===== src/rtl/id_ex_stage_reg_if.sv =====
`default_nettype none
// ============================================================================
//  Module   : id_ex_stage_reg_if
//  Brief    : Bundle between the decode stage (master) and the ID/EX pipeline
//             register (slave). Carries the decoded instruction fields, the
//             pipeline control requests and the registered copies.
//             The optional bubble counter is present only when IDEX_PERF_EN
//             is defined.
//  Revision : 1.0  initial release
// ============================================================================
interface id_ex_stage_reg_if #(
  parameter int DATA_W  = 32,
  parameter int RADDR_W = 5
`ifdef IDEX_PERF_EN
  ,
  parameter int PERF_CNT_W = 16
`endif
);

  // Pipeline control requests
  logic               Hold_i;
  logic               Flush_i;
  logic               Stall_i;

  // Decoded instruction entering the stage
  logic               RegWrite_i;
  logic               MemtoReg_i;
  logic               MemRead_i;
  logic               MemWrite_i;
  logic               Branch_i;
  logic               ALUSrc_i;
  logic [1:0]         ALUOp_i;
  logic [DATA_W-1:0]  RS1data_i;
  logic [DATA_W-1:0]  RS2data_i;
  logic [DATA_W-1:0]  Imm_i;
  logic [DATA_W-1:0]  PC_i;
  logic [9:0]         funct_i;
  logic [RADDR_W-1:0] RS1addr_i;
  logic [RADDR_W-1:0] RS2addr_i;
  logic [RADDR_W-1:0] RDaddr_i;

  // Registered copies presented to EX
  logic               RegWrite_o;
  logic               MemtoReg_o;
  logic               MemRead_o;
  logic               MemWrite_o;
  logic               Branch_o;
  logic               ALUSrc_o;
  logic [1:0]         ALUOp_o;
  logic [DATA_W-1:0]  RS1data_o;
  logic [DATA_W-1:0]  RS2data_o;
  logic [DATA_W-1:0]  Imm_o;
  logic [DATA_W-1:0]  PC_o;
  logic [9:0]         funct_o;
  logic [RADDR_W-1:0] RS1addr_o;
  logic [RADDR_W-1:0] RS2addr_o;
  logic [RADDR_W-1:0] RDaddr_o;
  logic               Valid_o;
`ifdef IDEX_PERF_EN
  logic [PERF_CNT_W-1:0] BubbleCnt_o;
`endif

  // Decode side: drives the instruction and the control requests
  modport master (
    output Hold_i, Flush_i, Stall_i,
    output RegWrite_i, MemtoReg_i, MemRead_i, MemWrite_i, Branch_i, ALUSrc_i,
    output ALUOp_i, RS1data_i, RS2data_i, Imm_i, PC_i, funct_i,
    output RS1addr_i, RS2addr_i, RDaddr_i,
`ifdef IDEX_PERF_EN
    input  BubbleCnt_o,
`endif
    input  RegWrite_o, MemtoReg_o, MemRead_o, MemWrite_o, Branch_o, ALUSrc_o,
    input  ALUOp_o, RS1data_o, RS2data_o, Imm_o, PC_o, funct_o,
    input  RS1addr_o, RS2addr_o, RDaddr_o, Valid_o
  );

  // Pipeline register side
  modport slave (
    input  Hold_i, Flush_i, Stall_i,
    input  RegWrite_i, MemtoReg_i, MemRead_i, MemWrite_i, Branch_i, ALUSrc_i,
    input  ALUOp_i, RS1data_i, RS2data_i, Imm_i, PC_i, funct_i,
    input  RS1addr_i, RS2addr_i, RDaddr_i,
`ifdef IDEX_PERF_EN
    output BubbleCnt_o,
`endif
    output RegWrite_o, MemtoReg_o, MemRead_o, MemWrite_o, Branch_o, ALUSrc_o,
    output ALUOp_o, RS1data_o, RS2data_o, Imm_o, PC_o, funct_o,
    output RS1addr_o, RS2addr_o, RDaddr_o, Valid_o
  );

endinterface : id_ex_stage_reg_if
`default_nettype wire


===== src/rtl/id_ex_stage_reg.sv =====
`default_nettype none
// ============================================================================
//  Module   : id_ex_stage_reg
//  Brief    : ID/EX pipeline register. Captures the decoded control bundle,
//             operands, immediate, funct bits, register addresses and PC once
//             per cycle, and implements freeze (hold), squash (flush) and
//             load-use bubble (stall). A Valid bit marks real instructions.
//             Edge priority: reset > hold > flush/stall > load.
//             Optional: IDEX_PERF_EN adds a saturating bubble counter.
//  Revision : 1.0  initial release
// ============================================================================
module id_ex_stage_reg #(
  parameter int DATA_W  = 32,
  parameter int RADDR_W = 5
`ifdef IDEX_PERF_EN
  ,
  parameter int PERF_CNT_W = 16
`endif
) (
  input  wire logic        clk_i,
  input  wire logic        rst_i,
  id_ex_stage_reg_if.slave bus
);

  localparam int c_funct_w = 10;

  // Slot state: VALID holds a real instruction, BUBBLE holds a no-op
  typedef enum logic [0:0] {
    ST_BUBBLE = 1'b0,
    ST_VALID  = 1'b1
  } state_t;

  state_t r_state;
  state_t w_state_nxt;

  logic   w_load;
  logic   w_bubble;

  // Registered payload
  logic                 r_regwrite;
  logic                 r_memtoreg;
  logic                 r_memread;
  logic                 r_memwrite;
  logic                 r_branch;
  logic                 r_alusrc;
  logic [1:0]           r_aluop;
  logic [DATA_W-1:0]    r_rs1data;
  logic [DATA_W-1:0]    r_rs2data;
  logic [DATA_W-1:0]    r_imm;
  logic [DATA_W-1:0]    r_pc;
  logic [c_funct_w-1:0] r_funct;
  logic [RADDR_W-1:0]   r_rs1addr;
  logic [RADDR_W-1:0]   r_rs2addr;
  logic [RADDR_W-1:0]   r_rdaddr;

  // Decide this edge's action and the next slot state; hold wins over any bubble request
  always_comb begin
    w_load      = 1'b0;
    w_bubble    = 1'b0;
    w_state_nxt = r_state;
    if (!bus.Hold_i) begin
      if (bus.Flush_i || bus.Stall_i) begin
        w_bubble    = 1'b1;
        w_state_nxt = ST_BUBBLE;
      end else begin
        w_load      = 1'b1;
        w_state_nxt = ST_VALID;
      end
    end
  end

  // Slot state register; reset leaves the slot empty
  always_ff @(posedge clk_i) begin
    if (rst_i) begin
      r_state <= ST_BUBBLE;
    end else begin
      r_state <= w_state_nxt;
    end
  end

  // Payload register: a bubble clears every field so forwarding never matches it
  always_ff @(posedge clk_i) begin
    if (rst_i || w_bubble) begin
      r_regwrite <= 1'b0;
      r_memtoreg <= 1'b0;
      r_memread  <= 1'b0;
      r_memwrite <= 1'b0;
      r_branch   <= 1'b0;
      r_alusrc   <= 1'b0;
      r_aluop    <= 2'b00;
      r_rs1data  <= '0;
      r_rs2data  <= '0;
      r_imm      <= '0;
      r_pc       <= '0;
      r_funct    <= '0;
      r_rs1addr  <= '0;
      r_rs2addr  <= '0;
      r_rdaddr   <= '0;
    end else if (w_load) begin
      r_regwrite <= bus.RegWrite_i;
      r_memtoreg <= bus.MemtoReg_i;
      r_memread  <= bus.MemRead_i;
      r_memwrite <= bus.MemWrite_i;
      r_branch   <= bus.Branch_i;
      r_alusrc   <= bus.ALUSrc_i;
      r_aluop    <= bus.ALUOp_i;
      r_rs1data  <= bus.RS1data_i;
      r_rs2data  <= bus.RS2data_i;
      r_imm      <= bus.Imm_i;
      r_pc       <= bus.PC_i;
      r_funct    <= bus.funct_i;
      r_rs1addr  <= bus.RS1addr_i;
      r_rs2addr  <= bus.RS2addr_i;
      r_rdaddr   <= bus.RDaddr_i;
    end
  end

`ifdef IDEX_PERF_EN
  localparam logic [PERF_CNT_W-1:0] c_cnt_max = {PERF_CNT_W{1'b1}};

  logic [PERF_CNT_W-1:0] r_bubble_cnt;

  // Count inserted bubbles, saturating instead of wrapping; flush+stall counts once
  always_ff @(posedge clk_i) begin
    if (rst_i) begin
      r_bubble_cnt <= '0;
    end else if (w_bubble && (r_bubble_cnt != c_cnt_max)) begin
      r_bubble_cnt <= r_bubble_cnt + 1'b1;
    end
  end

  assign bus.BubbleCnt_o = r_bubble_cnt;
`endif

  // Outputs come straight from registers: no input-to-output combinational path
  assign bus.RegWrite_o = r_regwrite;
  assign bus.MemtoReg_o = r_memtoreg;
  assign bus.MemRead_o  = r_memread;
  assign bus.MemWrite_o = r_memwrite;
  assign bus.Branch_o   = r_branch;
  assign bus.ALUSrc_o   = r_alusrc;
  assign bus.ALUOp_o    = r_aluop;
  assign bus.RS1data_o  = r_rs1data;
  assign bus.RS2data_o  = r_rs2data;
  assign bus.Imm_o      = r_imm;
  assign bus.PC_o       = r_pc;
  assign bus.funct_o    = r_funct;
  assign bus.RS1addr_o  = r_rs1addr;
  assign bus.RS2addr_o  = r_rs2addr;
  assign bus.RDaddr_o   = r_rdaddr;
  assign bus.Valid_o    = (r_state == ST_VALID);

  // A bubble must never carry side-effecting control into EX/MEM/WB
  a_bubble_is_inert : assert property (
    @(posedge clk_i) disable iff (rst_i)
    (r_state == ST_BUBBLE) |-> !(r_regwrite || r_memread || r_memwrite || r_branch)
  );

endmodule : id_ex_stage_reg
`default_nettype wire


===== src/flat_wrapper.sv =====
// flat-port wrapper written by rule: the top's interface ports become plain ports
module id_ex_stage_reg_flat 
#(
  parameter int DATA_W  = 32,
  parameter int RADDR_W = 5

)
  (clk_i, rst_i, bus_Hold_i, bus_Flush_i, bus_Stall_i, bus_RegWrite_i, bus_MemtoReg_i, bus_MemRead_i, bus_MemWrite_i, bus_Branch_i, bus_ALUSrc_i, bus_ALUOp_i, bus_RS1data_i, bus_RS2data_i, bus_Imm_i, bus_PC_i, bus_funct_i, bus_RS1addr_i, bus_RS2addr_i, bus_RDaddr_i, bus_RegWrite_o, bus_MemtoReg_o, bus_MemRead_o, bus_MemWrite_o, bus_Branch_o, bus_ALUSrc_o, bus_ALUOp_o, bus_RS1data_o, bus_RS2data_o, bus_Imm_o, bus_PC_o, bus_funct_o, bus_RS1addr_o, bus_RS2addr_o, bus_RDaddr_o, bus_Valid_o);
  id_ex_stage_reg_if #(.DATA_W(DATA_W), .RADDR_W(RADDR_W)) bus_i ();
  input  wire logic clk_i;
  input  wire logic rst_i;
  input wire logic [$bits(bus_i.Hold_i)-1:0] bus_Hold_i;
  input wire logic [$bits(bus_i.Flush_i)-1:0] bus_Flush_i;
  input wire logic [$bits(bus_i.Stall_i)-1:0] bus_Stall_i;
  input wire logic [$bits(bus_i.RegWrite_i)-1:0] bus_RegWrite_i;
  input wire logic [$bits(bus_i.MemtoReg_i)-1:0] bus_MemtoReg_i;
  input wire logic [$bits(bus_i.MemRead_i)-1:0] bus_MemRead_i;
  input wire logic [$bits(bus_i.MemWrite_i)-1:0] bus_MemWrite_i;
  input wire logic [$bits(bus_i.Branch_i)-1:0] bus_Branch_i;
  input wire logic [$bits(bus_i.ALUSrc_i)-1:0] bus_ALUSrc_i;
  input wire logic [$bits(bus_i.ALUOp_i)-1:0] bus_ALUOp_i;
  input wire logic [$bits(bus_i.RS1data_i)-1:0] bus_RS1data_i;
  input wire logic [$bits(bus_i.RS2data_i)-1:0] bus_RS2data_i;
  input wire logic [$bits(bus_i.Imm_i)-1:0] bus_Imm_i;
  input wire logic [$bits(bus_i.PC_i)-1:0] bus_PC_i;
  input wire logic [$bits(bus_i.funct_i)-1:0] bus_funct_i;
  input wire logic [$bits(bus_i.RS1addr_i)-1:0] bus_RS1addr_i;
  input wire logic [$bits(bus_i.RS2addr_i)-1:0] bus_RS2addr_i;
  input wire logic [$bits(bus_i.RDaddr_i)-1:0] bus_RDaddr_i;
  output wire logic [$bits(bus_i.RegWrite_o)-1:0] bus_RegWrite_o;
  output wire logic [$bits(bus_i.MemtoReg_o)-1:0] bus_MemtoReg_o;
  output wire logic [$bits(bus_i.MemRead_o)-1:0] bus_MemRead_o;
  output wire logic [$bits(bus_i.MemWrite_o)-1:0] bus_MemWrite_o;
  output wire logic [$bits(bus_i.Branch_o)-1:0] bus_Branch_o;
  output wire logic [$bits(bus_i.ALUSrc_o)-1:0] bus_ALUSrc_o;
  output wire logic [$bits(bus_i.ALUOp_o)-1:0] bus_ALUOp_o;
  output wire logic [$bits(bus_i.RS1data_o)-1:0] bus_RS1data_o;
  output wire logic [$bits(bus_i.RS2data_o)-1:0] bus_RS2data_o;
  output wire logic [$bits(bus_i.Imm_o)-1:0] bus_Imm_o;
  output wire logic [$bits(bus_i.PC_o)-1:0] bus_PC_o;
  output wire logic [$bits(bus_i.funct_o)-1:0] bus_funct_o;
  output wire logic [$bits(bus_i.RS1addr_o)-1:0] bus_RS1addr_o;
  output wire logic [$bits(bus_i.RS2addr_o)-1:0] bus_RS2addr_o;
  output wire logic [$bits(bus_i.RDaddr_o)-1:0] bus_RDaddr_o;
  output wire logic [$bits(bus_i.Valid_o)-1:0] bus_Valid_o;
  assign bus_i.Hold_i = bus_Hold_i;
  assign bus_i.Flush_i = bus_Flush_i;
  assign bus_i.Stall_i = bus_Stall_i;
  assign bus_i.RegWrite_i = bus_RegWrite_i;
  assign bus_i.MemtoReg_i = bus_MemtoReg_i;
  assign bus_i.MemRead_i = bus_MemRead_i;
  assign bus_i.MemWrite_i = bus_MemWrite_i;
  assign bus_i.Branch_i = bus_Branch_i;
  assign bus_i.ALUSrc_i = bus_ALUSrc_i;
  assign bus_i.ALUOp_i = bus_ALUOp_i;
  assign bus_i.RS1data_i = bus_RS1data_i;
  assign bus_i.RS2data_i = bus_RS2data_i;
  assign bus_i.Imm_i = bus_Imm_i;
  assign bus_i.PC_i = bus_PC_i;
  assign bus_i.funct_i = bus_funct_i;
  assign bus_i.RS1addr_i = bus_RS1addr_i;
  assign bus_i.RS2addr_i = bus_RS2addr_i;
  assign bus_i.RDaddr_i = bus_RDaddr_i;
  assign bus_RegWrite_o = bus_i.RegWrite_o;
  assign bus_MemtoReg_o = bus_i.MemtoReg_o;
  assign bus_MemRead_o = bus_i.MemRead_o;
  assign bus_MemWrite_o = bus_i.MemWrite_o;
  assign bus_Branch_o = bus_i.Branch_o;
  assign bus_ALUSrc_o = bus_i.ALUSrc_o;
  assign bus_ALUOp_o = bus_i.ALUOp_o;
  assign bus_RS1data_o = bus_i.RS1data_o;
  assign bus_RS2data_o = bus_i.RS2data_o;
  assign bus_Imm_o = bus_i.Imm_o;
  assign bus_PC_o = bus_i.PC_o;
  assign bus_funct_o = bus_i.funct_o;
  assign bus_RS1addr_o = bus_i.RS1addr_o;
  assign bus_RS2addr_o = bus_i.RS2addr_o;
  assign bus_RDaddr_o = bus_i.RDaddr_o;
  assign bus_Valid_o = bus_i.Valid_o;
  id_ex_stage_reg #(.DATA_W(DATA_W), .RADDR_W(RADDR_W)) u_core (.clk_i(clk_i), .rst_i(rst_i), .bus(bus_i));
endmodule

===== config.mk =====
export PLATFORM = sky130hd
export DESIGN_NAME = id_ex_stage_reg_flat
export DESIGN_NICKNAME = d
export VERILOG_FILES = /design/src/rtl/id_ex_stage_reg_if.sv /design/src/rtl/id_ex_stage_reg.sv /design/src/flat_wrapper.sv
export SDC_FILE = /design/constraint.sdc
export NUM_CORES = 1
export LEC_CHECK = 0
export ABC_AREA = 1
export ABC_CLOCK_PERIOD_IN_PS = 1400
export BUFFER_PORTS_ARGS = -buffer_cell sky130_fd_sc_hd__clkbuf_2
export CAP_MARGIN = 20
export CORE_ASPECT_RATIO = 1.4
export CORE_MARGIN = 2
export CORE_UTILIZATION = 38
export DETAILED_ROUTE_END_ITERATION = 7
export GPL_TIMING_DRIVEN = 0
export HOLD_SLACK_MARGIN = 0.03
export PLACE_DENSITY_LB_ADDON = 0.1
export SLEW_MARGIN = 20
export SYNTH_ARGS = -nofsm -noshare
export SYNTH_HDL_FRONTEND = slang
export SYNTH_SLANG_ARGS = --single-unit

===== constraint.sdc =====
create_clock -name clk_i -period 1.4 [get_ports clk_i]
set_input_delay 0.21 -clock clk_i [delete_from_list [all_inputs] [get_ports clk_i]]
set_output_delay 0.21 -clock clk_i [all_outputs]
set_load 0.05 [all_outputs]

== Word level (Yosys, flattened, before mapping) ==
Cells that the tools add are included.
Storage, ports and cells
  register bits after elaboration: 162
  bits of input ports: 166
  output and inout port bits: 162
  logic and storage cells: 22
Cells by class
  muxes and demuxes: 4
  reductions and logical operators: 2
Operator list (number)
  $mux W1: 4
  $logic_or A1 B1 Y1: 2

== Logic depth before layout (Yosys ltp) ==
Gate-level depths: netlist (run 1).
  depth after elaboration: 4
  mapped depth: 7

== Worst setup path before layout (run 1) ==
Ideal clock, no wire load.
  path kind: input-to-reg
  start point: in bus_Hold_i
  end point: reg u_core.r_imm[0], in the netlist u_core.bus.Imm_o[0]
  arrival: 957 ps
  slack: 330 ps
  cell stages on the path: 7
  cells stage by stage: buf_4 > inv_2 > nand2_2 > buf_4 > buf_2 > nor2_1 > nor2_1
On the way
  word-level cells in the longest chain between the ends: 2
  elaborated cells on any way between the ends: 3
  classes of those cells: 2 x mux; 1 x reduce/logical
RTL lines
  start, declared: RTL line flat_wrapper.sv:12  | input wire logic [$bits(bus_i.Hold_i)-1:0] bus_Hold_i;
  $mux W1: RTL line id_ex_stage_reg.sv:61  | if (!bus.Hold_i) begin
  $logic_or A1 B1 Y1: RTL line id_ex_stage_reg.sv:83  | if (rst_i || w_bubble) begin
  end signal, assigned: RTL line id_ex_stage_reg.sv:109  | r_imm <= bus.Imm_i;
  end, declared: RTL line id_ex_stage_reg.sv:49  | logic [DATA_W-1:0] r_imm;
Several ways; a longest one is shown, not always the timed one.
A chain may end at the register's enable or synchronous reset.

== Final worst setup path (run 1) ==
  start point: reg u_core.r_alusrc, in the netlist u_core.bus.ALUSrc_o
  end point: out bus_ALUSrc_o
RTL lines
  start, declared: RTL line id_ex_stage_reg.sv:45  | logic r_alusrc;
  start signal, assigned: RTL line id_ex_stage_reg.sv:105  | r_alusrc <= bus.ALUSrc_i;
  end, declared: RTL line flat_wrapper.sv:35  | output wire logic [$bits(bus_i.ALUSrc_o)-1:0] bus_ALUSrc_o;
No word-level cell between the ends.

==> impl_results.md, run 1 <==
* Post-Syn Nets at 1210
* Syn_area_per_cell at 6.559 sq um
* Slew Limit Headroom at 60.03%
* Hold Crit Start: bus_RS2data_i[4]
* Worst-Skew Late Latency at 0.42 ns
* Internal power at 8853 uW
* Slew @ Worst Pin at 0.5996 ns
* Die W at 117.5 microns
* GP Congestion at 0.8032
* Grt total ovfl at 0
* Layout Area Growth over Synthesis at 59.33%
* Critical path's largest stage delay at 0.36 ns
* Number of buffers created by CTS at 17
* Io pins at 328
* DP Area at 0.008780 sq mm
* Endpoint kind of the worst setup timing path: output pin
* Worst Path Required at 1.19 ns
* Clock sink total at 162
* Mapped Cells at 1044
* Initial antenna violation count at 0
* H-tree depth at 4
* Final #Nets at 1707
* Via Count at 7826
* FF+latch area at 0.003243 sq mm
* Final instance area at 0.01091 sq mm
* Height of the die at 162.8 microns
* Pins Over Slew Limit at 0
* Pleak at 0.005890 uW
* CTS tree: yes
* Sw Pwr at 4057 uW
* Share of Yosys cell area claimed by the top area cell type at 47.36%
* Largest net degree at the start of global routing at 17
* Crit path from: u_core.bus.ALUSrc_o
* Detail Route Antenna Nets at 0
* Final setup vio count at 0
* DRC Markers at 0
* Row Count at 58
* Worst Path Buf+Inv at 1
* Dpl cells at 1610
* VDD IR max at 0.6971 mV
* Count leader, synth: nor2_1
* Combinational share of power at 22.6%
* Fin cells at 1792
* Initial DRC count at 373
* Core Util, Final at 61.37%
* Fmax at 780.4 MHz
* Max Cap Violations at 0
* Hpwl dp at 15500 microns
* Cell chain of the critical path: clkbuf_2
* Status: finished, final reports clean
* Reg2reg start: u_core.bus.RDaddr_o[2]
* Proportion of layout cells with a drive suffix above 1 at 25.90%
* Sequential fraction of the synthesis area at 47.36%
* EDFF count, synth at 0
* Ranking of synthesized cells by area: dfxtp_1 47%, nor2_1 18%, nand3_1 12%
* Initial core utilization at 38.52%
* Ys async rst share at 0%
* Area of the multi-input gates at 0.002651 sq mm
* Routed len/inst at 12.49 microns
* Diode count at 0
* Setup CP Type: reg -> out
* RSZ-0062 raised after global routing: false
* Tcrit/Tclk final at 91.53%
* Clock network fraction of design power at 38.2%
* Vias per cell at 4.367
* Clock Tree Buf Depth at 2
* Post-synthesis cell type count at 13
* Worst hold path type: in -> reg
* Total Die Area at 0.01913 sq mm
* Port Buffers at 326
* Final Hold Viols at 0
* Worst Setup Slack, final at 0.1186 ns
* CTS clk-pin slew, worst paths at 0.07 ns
* First-pass GRT wire length at 35450 microns
* Power Density at 1183 mW/mm^2
* Most frequent cells after synthesis: 324 x nor2_1, 162 x dfxtp_1, 162 x nand2_1
* Slowest-stage cell, CP: dfxtp_1
* Yosys Warn Count at 0
* Switch share at 31.43%
* Fillcell total at 1669
* Core box area at 0.01778 sq mm
* Reg power frac at 39.2%
* Crit path time final at 1.281 ns
* Synth Flop Type: dfxtp_1
* GR Util All Layers at 22.76%
* Crit path arrival time at 1.07 ns
* Vias in the first global route at 7440
* Pre-antenna DRT Iters at 5
* CP Max Fanout at 2
* Final WL at 22370 microns
* Dominant cell type by area after synthesis: dfxtp_1
* Top Family by Delay on Critical Path: flip-flops
* Final setup skew at 0 ns
* Post-CTS Resized at 0
* Synth Cell Area at 0.006848 sq mm
* Crit start category: flop
* #FFs+latches synth at 162
* Worst slack, placed at -0.2202 ns
* CTS Root Cell: clkbuf_16
registers in the layout, summed over array words and instances (netlist names):
signal / cells
u_core.bus.Imm_o: 32
u_core.bus.PC_o: 32
u_core.bus.RS1data_o: 32
u_core.bus.RS2data_o: 32
u_core.bus.funct_o: 10
u_core.bus.RDaddr_o: 5
u_core.bus.RS1addr_o: 5
u_core.bus.RS2addr_o: 5
u_core.bus.ALUOp_o: 2
u_core.bus.ALUSrc_o: 1
u_core.bus.Branch_o: 1
u_core.bus.MemRead_o: 1
u_core.bus.MemWrite_o: 1
u_core.bus.MemtoReg_o: 1
u_core.bus.RegWrite_o: 1
u_core.bus.Valid_o: 1
logic make-up (layout without fill, tap and decap cells):
| logic type | Yosys count | in the layout | synth area share, % |
|---|---|---|---|
| buf+inv | 232 | 740 | 13.92 |
| simple gates | 649 | 649 | 38.59 |
| compound gates | 1 | 1 | 0.1279 |
| flops | 162 | 162 | 47.36 |
cell type report:
| class | count | share of cell area [%] |
|---|---|---|
| Timing Repair Buffer | 478 | 28.90 |
| Buffer | 69 | 3.131 |
| Sequential cell | 162 | 29.72 |
| Inverter | 163 | 5.608 |
| Clock inverter | 12 | 1.651 |
| Tap cell | 240 | 2.752 |
| Multi-Input combinational cell | 650 | 24.30 |
| Clock buffer | 18 | 3.933 |
path summary, 6_finish.rpt:
check,slack (ns),end,cells after the start
setup reg to reg,0.60,u_core.bus.RDaddr_o[2],3
setup / recovery,0.12,bus_ALUSrc_o,1
hold reg to reg,0.50,u_core.bus.Valid_o,2
hold / removal,0.04,u_core.bus.RS2data_o[4],3
metal layers:
| layer | track usage (%) | vias up | routed length, microns |
|---|---|---|---|
| met5 | 0 | - | 0 |
| li1 | - | 4086 | - |
| met4 | 8.872 | 0 | 615 |
| met2 | 40.86 | 263 | 11310 |
| met3 | 7.213 | 40 | 1590 |
| met1 | 25.04 | 3437 | 8853 |
power by group through the flow:
stage / Sequential, uW / Combinational [uW] / Clock (uW)
after CTS: 5060 / 2920 / 5030
final: 5060 / 2920 / 4930
after global placement: 5160 / 2560 / 0
after global routing: 5100 / 3150 / 5190
after detailed placement: 5160 / 2570 / 0
after floorplan: 6200 / 778 / 0
through the flow:
step,total power (uW),hold WS (ns),setup TNS [ns]
2_1_floorplan,6974,0.3449,0
3_3_place_gp,7717,0.4309,-16.35
3_5_place_dp,7732,0.4363,-18.03
4_1_cts,13010,0.03047,0
5_1_grt,13430,0.03498,0
6_report,12910,0.04027,0
placed cells by master, fill, tap and decap left out:
cell type	count
clkbuf_2	326
nor2_1	324
nand2_1	162
dfxtp_1	162
inv_1	161
nand3_1	161
dlygate4sd3_1	152
buf_2	30
clkbuf_1	24
clkbuf_16	17
buf_4	12
buf_1	4
inv_6	4
bufinv_16	4
inv_2	2
clkinvlp_4	2
clkinv_2	2
o21ai_2	1
or2_2	1
nand2_2	1
timing repair:
action | CTS | global route
endpoints found under the hold margin | 152 | 0
hold buffers | 152 | 0
setup buffers | 0 | 0
Note: power is estimated with default switching activity, not from simulation.
==> run 2: changes to the inputs <==
--- a/config.mk
+++ b/config.mk
@@ -9,7 +9,7 @@
 export ABC_CLOCK_PERIOD_IN_PS = 1400
 export BUFFER_PORTS_ARGS = -buffer_cell sky130_fd_sc_hd__clkbuf_2
 export CAP_MARGIN = 20
-export CORE_ASPECT_RATIO = 1.4
+export CORE_ASPECT_RATIO = 0.7
 export CORE_MARGIN = 2
 export CORE_UTILIZATION = 38
 export DETAILED_ROUTE_END_ITERATION = 7
==> impl_results.md, run 2 (synthesized netlist as in run 1, its figures left out) <==
* Crit path arrival time at 1.08 ns (was 1.07 ns)
* Detail Route Antenna Nets at 0 (unchanged)
* Slew Limit Headroom at 57.58% (was 60.03%)
* Height of the die at 116.3 microns (was 162.8 microns)
* Proportion of layout cells with a drive suffix above 1 at 26.15% (was 25.90%)
* Max Cap Violations at 0 (unchanged)
* Worst-Skew Late Latency at 0.42 ns (about the same)
* Final #Nets at 1702 (was 1707)
* Core Util, Final at 60.81% (was 61.37%)
* Diode count at 0 (unchanged)
* Core box area at 0.01785 sq mm (was 0.01778 sq mm)
* Top Family by Delay on Critical Path: flip-flops (unchanged)
* Initial core utilization at 38.36% (was 38.52%)
* CTS Hold Buffers Added at 147 (was 152)
* Vias per cell at 4.371 (was 4.367)
* Pleak at 0.005865 uW (was 0.005890 uW)
* Cell chain of the critical path: clkbuf_2 (unchanged)
* Initial antenna violation count at 0 (unchanged)
* First-pass GRT wire length at 35750 microns (was 35450 microns)
* CP Max Fanout at 2 (unchanged)
* Initial DRC count at 502 (was 373)
* Post-CTS Resized at 0 (unchanged)
* DRC Markers at 0 (unchanged)
* Slowest-stage cell, CP: dfxtp_1 (unchanged)
* Clock sink total at 162 (unchanged)
* Number of buffers created by CTS at 17 (unchanged)
* Met1 Wirelength at 10580 microns (was 8853 microns)
* Tcrit/Tclk final at 92.18% (was 91.53%)
* CTS tree: yes (unchanged)
* Setup bufs post-CTS at 0 (unchanged)
* Worst reg2reg setup slack at 0.60 ns (about the same)
* Final WL at 23090 microns (was 22370 microns)
* Port Buffers at 326 (unchanged)
* Io pins at 328 (unchanged)
* Fmax at 774.9 MHz (was 780.4 MHz)
* Clock Tree Buf Depth at 2 (unchanged)
* GR Util All Layers at 23.75% (was 22.76%)
* Row Count at 41 (was 58)
* CTS Root Cell: clkbuf_16 (unchanged)
* Met2 wire len at 10550 microns (was 11310 microns)
* Most frequent cells in the layout: 326 x clkbuf_2, 324 x nor2_1, 162 x nand2_1, 162 x dfxtp_1 (unchanged)
* Grt total ovfl at 0 (unchanged)
* TNS Setup at 0 ns (unchanged)
* Die W at 164.5 microns (was 117.5 microns)
* Worst hold path type: in -> reg (unchanged)
* CTS clk-pin slew, worst paths at 0.06 ns (was 0.07 ns)
* Largest net degree at the start of global routing at 17 (unchanged)
* Crit start category: flop (unchanged)
* Final setup skew at 0 ns (unchanged)
* RSZ-0062 raised after global routing: false (unchanged)
* Routed len/inst at 12.93 microns (was 12.49 microns)
* Commonest non-fill, non-tap cell in the layout: clkbuf_2 (unchanged)
* Hpwl dp at 15760 microns (was 15500 microns)
* Worst Path Buf+Inv at 1 (unchanged)
* VDD IR max at 0.6437 mV (was 0.6971 mV)
* Crit path time final at 1.290 ns (was 1.281 ns)
* GP Congestion at 0.8286 (was 0.8032)
* Status: finished, final reports clean (unchanged)
* Slew @ Worst Pin at 0.6363 ns (was 0.5996 ns)
* Power Density at 1182 mW/mm^2 (was 1183 mW/mm^2)
* Layout Area Growth over Synthesis at 58.54% (was 59.33%)
* DR top layer: met4 (unchanged)
* Final setup vio count at 0 (unchanged)
* Via Count at 7803 (was 7826)
* Vias in the first global route at 7200 (was 7440)
* Endpoint kind of the worst setup timing path: output pin (unchanged)
* Setup CP Type: reg -> out (unchanged)
* Critical path's largest stage delay at 0.37 ns (was 0.36 ns)
* Worst Path Required at 1.19 ns (about the same)
* Total Die Area at 0.01913 sq mm (about the same)
* Met3 wire length at 1594 microns (was 1590 microns)
* Pins Over Slew Limit at 0 (unchanged)
* H-tree depth at 4 (unchanged)
* Final Hold Viols at 0 (unchanged)
* Pre-antenna DRT Iters at 5 (unchanged)
[run 2: cell types whose count changed in the layout (fill, tap and decap cells not counted)]
cell / before / now
dlygate4sd3_1: 152 / 147
clkinv_4: 0 / 3
clkbuf_1: 24 / 23
clkinv_2: 2 / 0
bufinv_16: 4 / 2
clkinvlp_4: 2 / 3
clkbuf_8: 0 / 3
[run 2: final timing paths]
kind,from,to,depth (start not counted)
hold reg to reg,u_core.bus.Valid_o,u_core.bus.Valid_o,2
hold / removal,bus_Imm_i[21],u_core.bus.Imm_o[21],3
setup / recovery,u_core.bus.Imm_o[26],bus_Imm_o[26],1
setup reg to reg,u_core.bus.RDaddr_o[2],u_core.bus.RDaddr_o[2],3
[run 2: area by class of cell]
class	count	area (sq um)
repair buffers	473	3103
multi-input cells	650	2651
fillers	1715	6995
clock buffers	20	466.7
flip-flops and latches	162	3243
clock inverters	12	143.9
well taps	236	295.3
inverters	163	611.8
plain buffers	69	341.6
[run 2: power by group]
group | internal (uW) | total [uW] | switching, uW
Combinational | 949 | 2930 | 1980
Sequential | 4910 | 5070 | 158
Clock | 2800 | 4840 | 2040
[run 2: per-stage QoR]
stage                     instance area, sq um  total power [uW]  setup WS (ns)  hold WS, ns  cells
final                                    10860             12840         0.1095      0.04073   1785
after global routing                     10860             13420        0.04829      0.03498   1785
after CTS                                10860             12910        0.09412      0.03015   1785
after detailed placement                  8775              7745        -0.2528       0.4362   1606
after global placement                    8775              7730        -0.2526       0.4314   1606
after floorplan                           6848              6974         0.3303       0.3449   1044
[run 2: metal layers]
metal	track usage (%)	vias up
met5	0	-
met3	6.250	28
met1	30.56	3433
met4	7.536	0
li1	-	4091
met2	39.27	251
==> run 3: changes to the inputs <==
--- a/config.mk
+++ b/config.mk
@@ -7,7 +7,7 @@
 export LEC_CHECK = 0
 export ABC_AREA = 1
 export ABC_CLOCK_PERIOD_IN_PS = 1400
-export BUFFER_PORTS_ARGS = -buffer_cell sky130_fd_sc_hd__clkbuf_2
+export BUFFER_PORTS_ARGS = -buffer_cell sky130_fd_sc_hd__buf_2
 export CAP_MARGIN = 20
 export CORE_ASPECT_RATIO = 0.7
 export CORE_MARGIN = 2
==> impl_results.md, run 3 (synthesized netlist as in run 1, its figures left out) <==
* Crit path arrival time at 1.07 ns (was 1.08 ns)
* Most frequent cells in the layout: 356 x buf_2, 324 x nor2_1, 162 x nand2_1, 162 x dfxtp_1 (was 326 x clkbuf_2, 324 x nor2_1, 162 x nand2_1, 162 x dfxtp_1)
* Slowest-stage cell, CP: dfxtp_1 (unchanged)
* Final Hold Viols at 0 (unchanged)
* Pre-antenna DRT Iters at 5 (unchanged)
* Status: finished, final reports clean (unchanged)
* Io pins at 328 (unchanged)
* Setup CP Type: reg -> out (unchanged)
* Initial antenna violation count at 0 (unchanged)
* Fin Hold WS at 0.04153 ns (was 0.04073 ns)
* Slew Limit Headroom at 64.45% (was 57.58%)
* GR Util All Layers at 23.32% (was 23.75%)
* Fin cells at 1783 (was 1785)
* CTS Root Cell: clkbuf_16 (unchanged)
* Endpoint kind of the worst setup timing path: output pin (unchanged)
* Die W at 164.5 microns (unchanged)
* DRC Markers at 0 (unchanged)
* Proportion of layout cells with a drive suffix above 1 at 26.05% (was 26.15%)
* Worst Path Required at 1.19 ns (about the same)
* Switch share at 32.20% (was 32.49%)
* Sw Pwr at 4087 uW (was 4171 uW)
* Reg power frac at 39.9% (was 39.5%)
* Slew @ Worst Pin at 0.5332 ns (was 0.6363 ns)
* Detail Route Antenna Nets at 0 (unchanged)
* Initial core utilization at 38.36% (unchanged)
* First-pass GRT wire length at 35090 microns (was 35750 microns)
* Power Density at 1173 mW/mm^2 (was 1182 mW/mm^2)
* Vias per cell at 4.376 (was 4.371)
* Clock sink total at 162 (unchanged)
* Core box area at 0.01785 sq mm (unchanged)
* CP Max Fanout at 2 (unchanged)
* Total Die Area at 0.01913 sq mm (unchanged)
* Clock Tree Buf Depth at 2 (unchanged)
* Port Buffers at 326 (unchanged)
* Setup bufs post-CTS at 0 (unchanged)
* Dpl cells at 1606 (unchanged)
* H-tree depth at 4 (unchanged)
* Fmax at 780.4 MHz (was 774.9 MHz)
* Crit start category: flop (unchanged)
* Final setup skew at 0 ns (unchanged)
* Worst slack, placed at -0.3228 ns (was -0.2528 ns)
* Final WL at 23320 microns (was 23090 microns)
* Top Family by Delay on Critical Path: flip-flops (unchanged)
* Worst Setup Slack, final at 0.1186 ns (was 0.1095 ns)
* Number of buffers created by CTS at 17 (unchanged)
* Crit path time final at 1.281 ns (was 1.290 ns)
* CTS clk-pin slew, worst paths at 0.07 ns (was 0.06 ns)
* Pins Over Slew Limit at 0 (unchanged)
* Max Cap Violations at 0 (unchanged)
* Diode count at 0 (unchanged)
* Height of the die at 116.3 microns (unchanged)
* Commonest non-fill, non-tap cell in the layout: buf_2 (was clkbuf_2)
* Final setup vio count at 0 (unchanged)
* Layout Area Growth over Synthesis at 57.98% (was 58.54%)
* Critical path's largest stage delay at 0.37 ns (about the same)
* Initial DRC count at 568 (was 502)
* Clock network fraction of design power at 37.1% (was 37.7%)
* Worst hold path type: in -> reg (unchanged)
* Grt total ovfl at 0 (unchanged)
* GP Congestion at 0.8329 (was 0.8286)
* Row Count at 41 (unchanged)
* Routed len/inst at 13.08 microns (was 12.93 microns)
* Final #Nets at 1700 (was 1702)
* Combinational share of power at 23.1% (was 22.8%)
* Worst Path Buf+Inv at 1 (unchanged)
* Worst-Skew Late Latency at 0.43 ns (was 0.42 ns)
* Vias in the first global route at 7091 (was 7200)
* Cell chain of the critical path: buf_2 (was clkbuf_2)
* Pleak at 0.005908 uW (was 0.005865 uW)
* RSZ-0062 raised after global routing: false (unchanged)
* Internal power at 8607 uW (was 8665 uW)
* Tcrit/Tclk final at 91.53% (was 92.18%)
* VDD IR max at 0.6143 mV (was 0.6437 mV)
* Largest net degree at the start of global routing at 17 (unchanged)
* Via Count at 7803 (unchanged)
* Hpwl dp at 15770 microns (was 15760 microns)
* CTS tree: yes (unchanged)
run 3: cell types whose count changed in the layout (fill, tap and decap cells not counted), sizes merged:
| cell | before | now |
|---|---|---|
| dlygate4sd3 | 147 | 146 |
| clkinvlp | 3 | 2 |
| buf | 46 | 372 |
| clkbuf | 369 | 43 |
run 3: path summary, 6_finish.rpt:
path	cells past startpoint	endpoint	startpoint	slack [ns]
max	1	bus_Imm_o[20]	u_core.bus.Imm_o[20]	0.12
min	3	u_core.bus.RS1data_o[9]	bus_RS1data_i[9]	0.04
max reg2reg	3	u_core.bus.RDaddr_o[2]	u_core.bus.RDaddr_o[2]	0.61
min reg2reg	2	u_core.bus.Valid_o	u_core.bus.Valid_o	0.50
run 3: power by group through the flow:
stage / combinational (uW) / sequential, uW / clock, uW
finish: 2930 / 5060 / 4710
detailed placement: 2590 / 5160 / 0
floorplan: 778 / 6200 / 0
CTS: 2920 / 5060 / 4790
global route: 3160 / 5090 / 4970
global placement: 2580 / 5150 / 0
run 3: through the flow:
| step | util, % | instance area [sq um] | setup TNS (ns) | power (uW) |
|---|---|---|---|---|
| after floorplan | - | 6848 | 0 | 6974 |
| after global placement | 49.15 | 8775 | -24.30 | 7726 |
| after detailed placement | 49.15 | 8775 | -24.42 | 7742 |
| after CTS | 60.62 | 10820 | 0 | 12760 |
| after global routing | 60.60 | 10820 | 0 | 13230 |
| final | 60.60 | 10820 | 0 | 12690 |
run 3: what timing repair did:
action | in CTS | in global routing
endpoints found under the setup margin | 0 | 2
resized for setup | 0 | 0
endpoints found under the hold margin | 146 | 0
hold buffers | 146 | 0
run 3: per-layer routing:
metal	GRT usage, %	up-vias	wire [microns]
met2	37.94	251	10580
met3	5.824	36	1652
met4	7.884	0	448
li1	-	4087	-
met5	0	-	0
met1	30.52	3429	10640
run 3: area by class of cell:
type	count	area [sq um]
fill	1739	7034
inverter	163	611.8
clock buffer	21	460.4
buffer	68	337.8
clock inverter	11	125.1
timing repair buffer	472	3093
tap	236	295.3
multi-input combinational	650	2651
sequential	162	3243
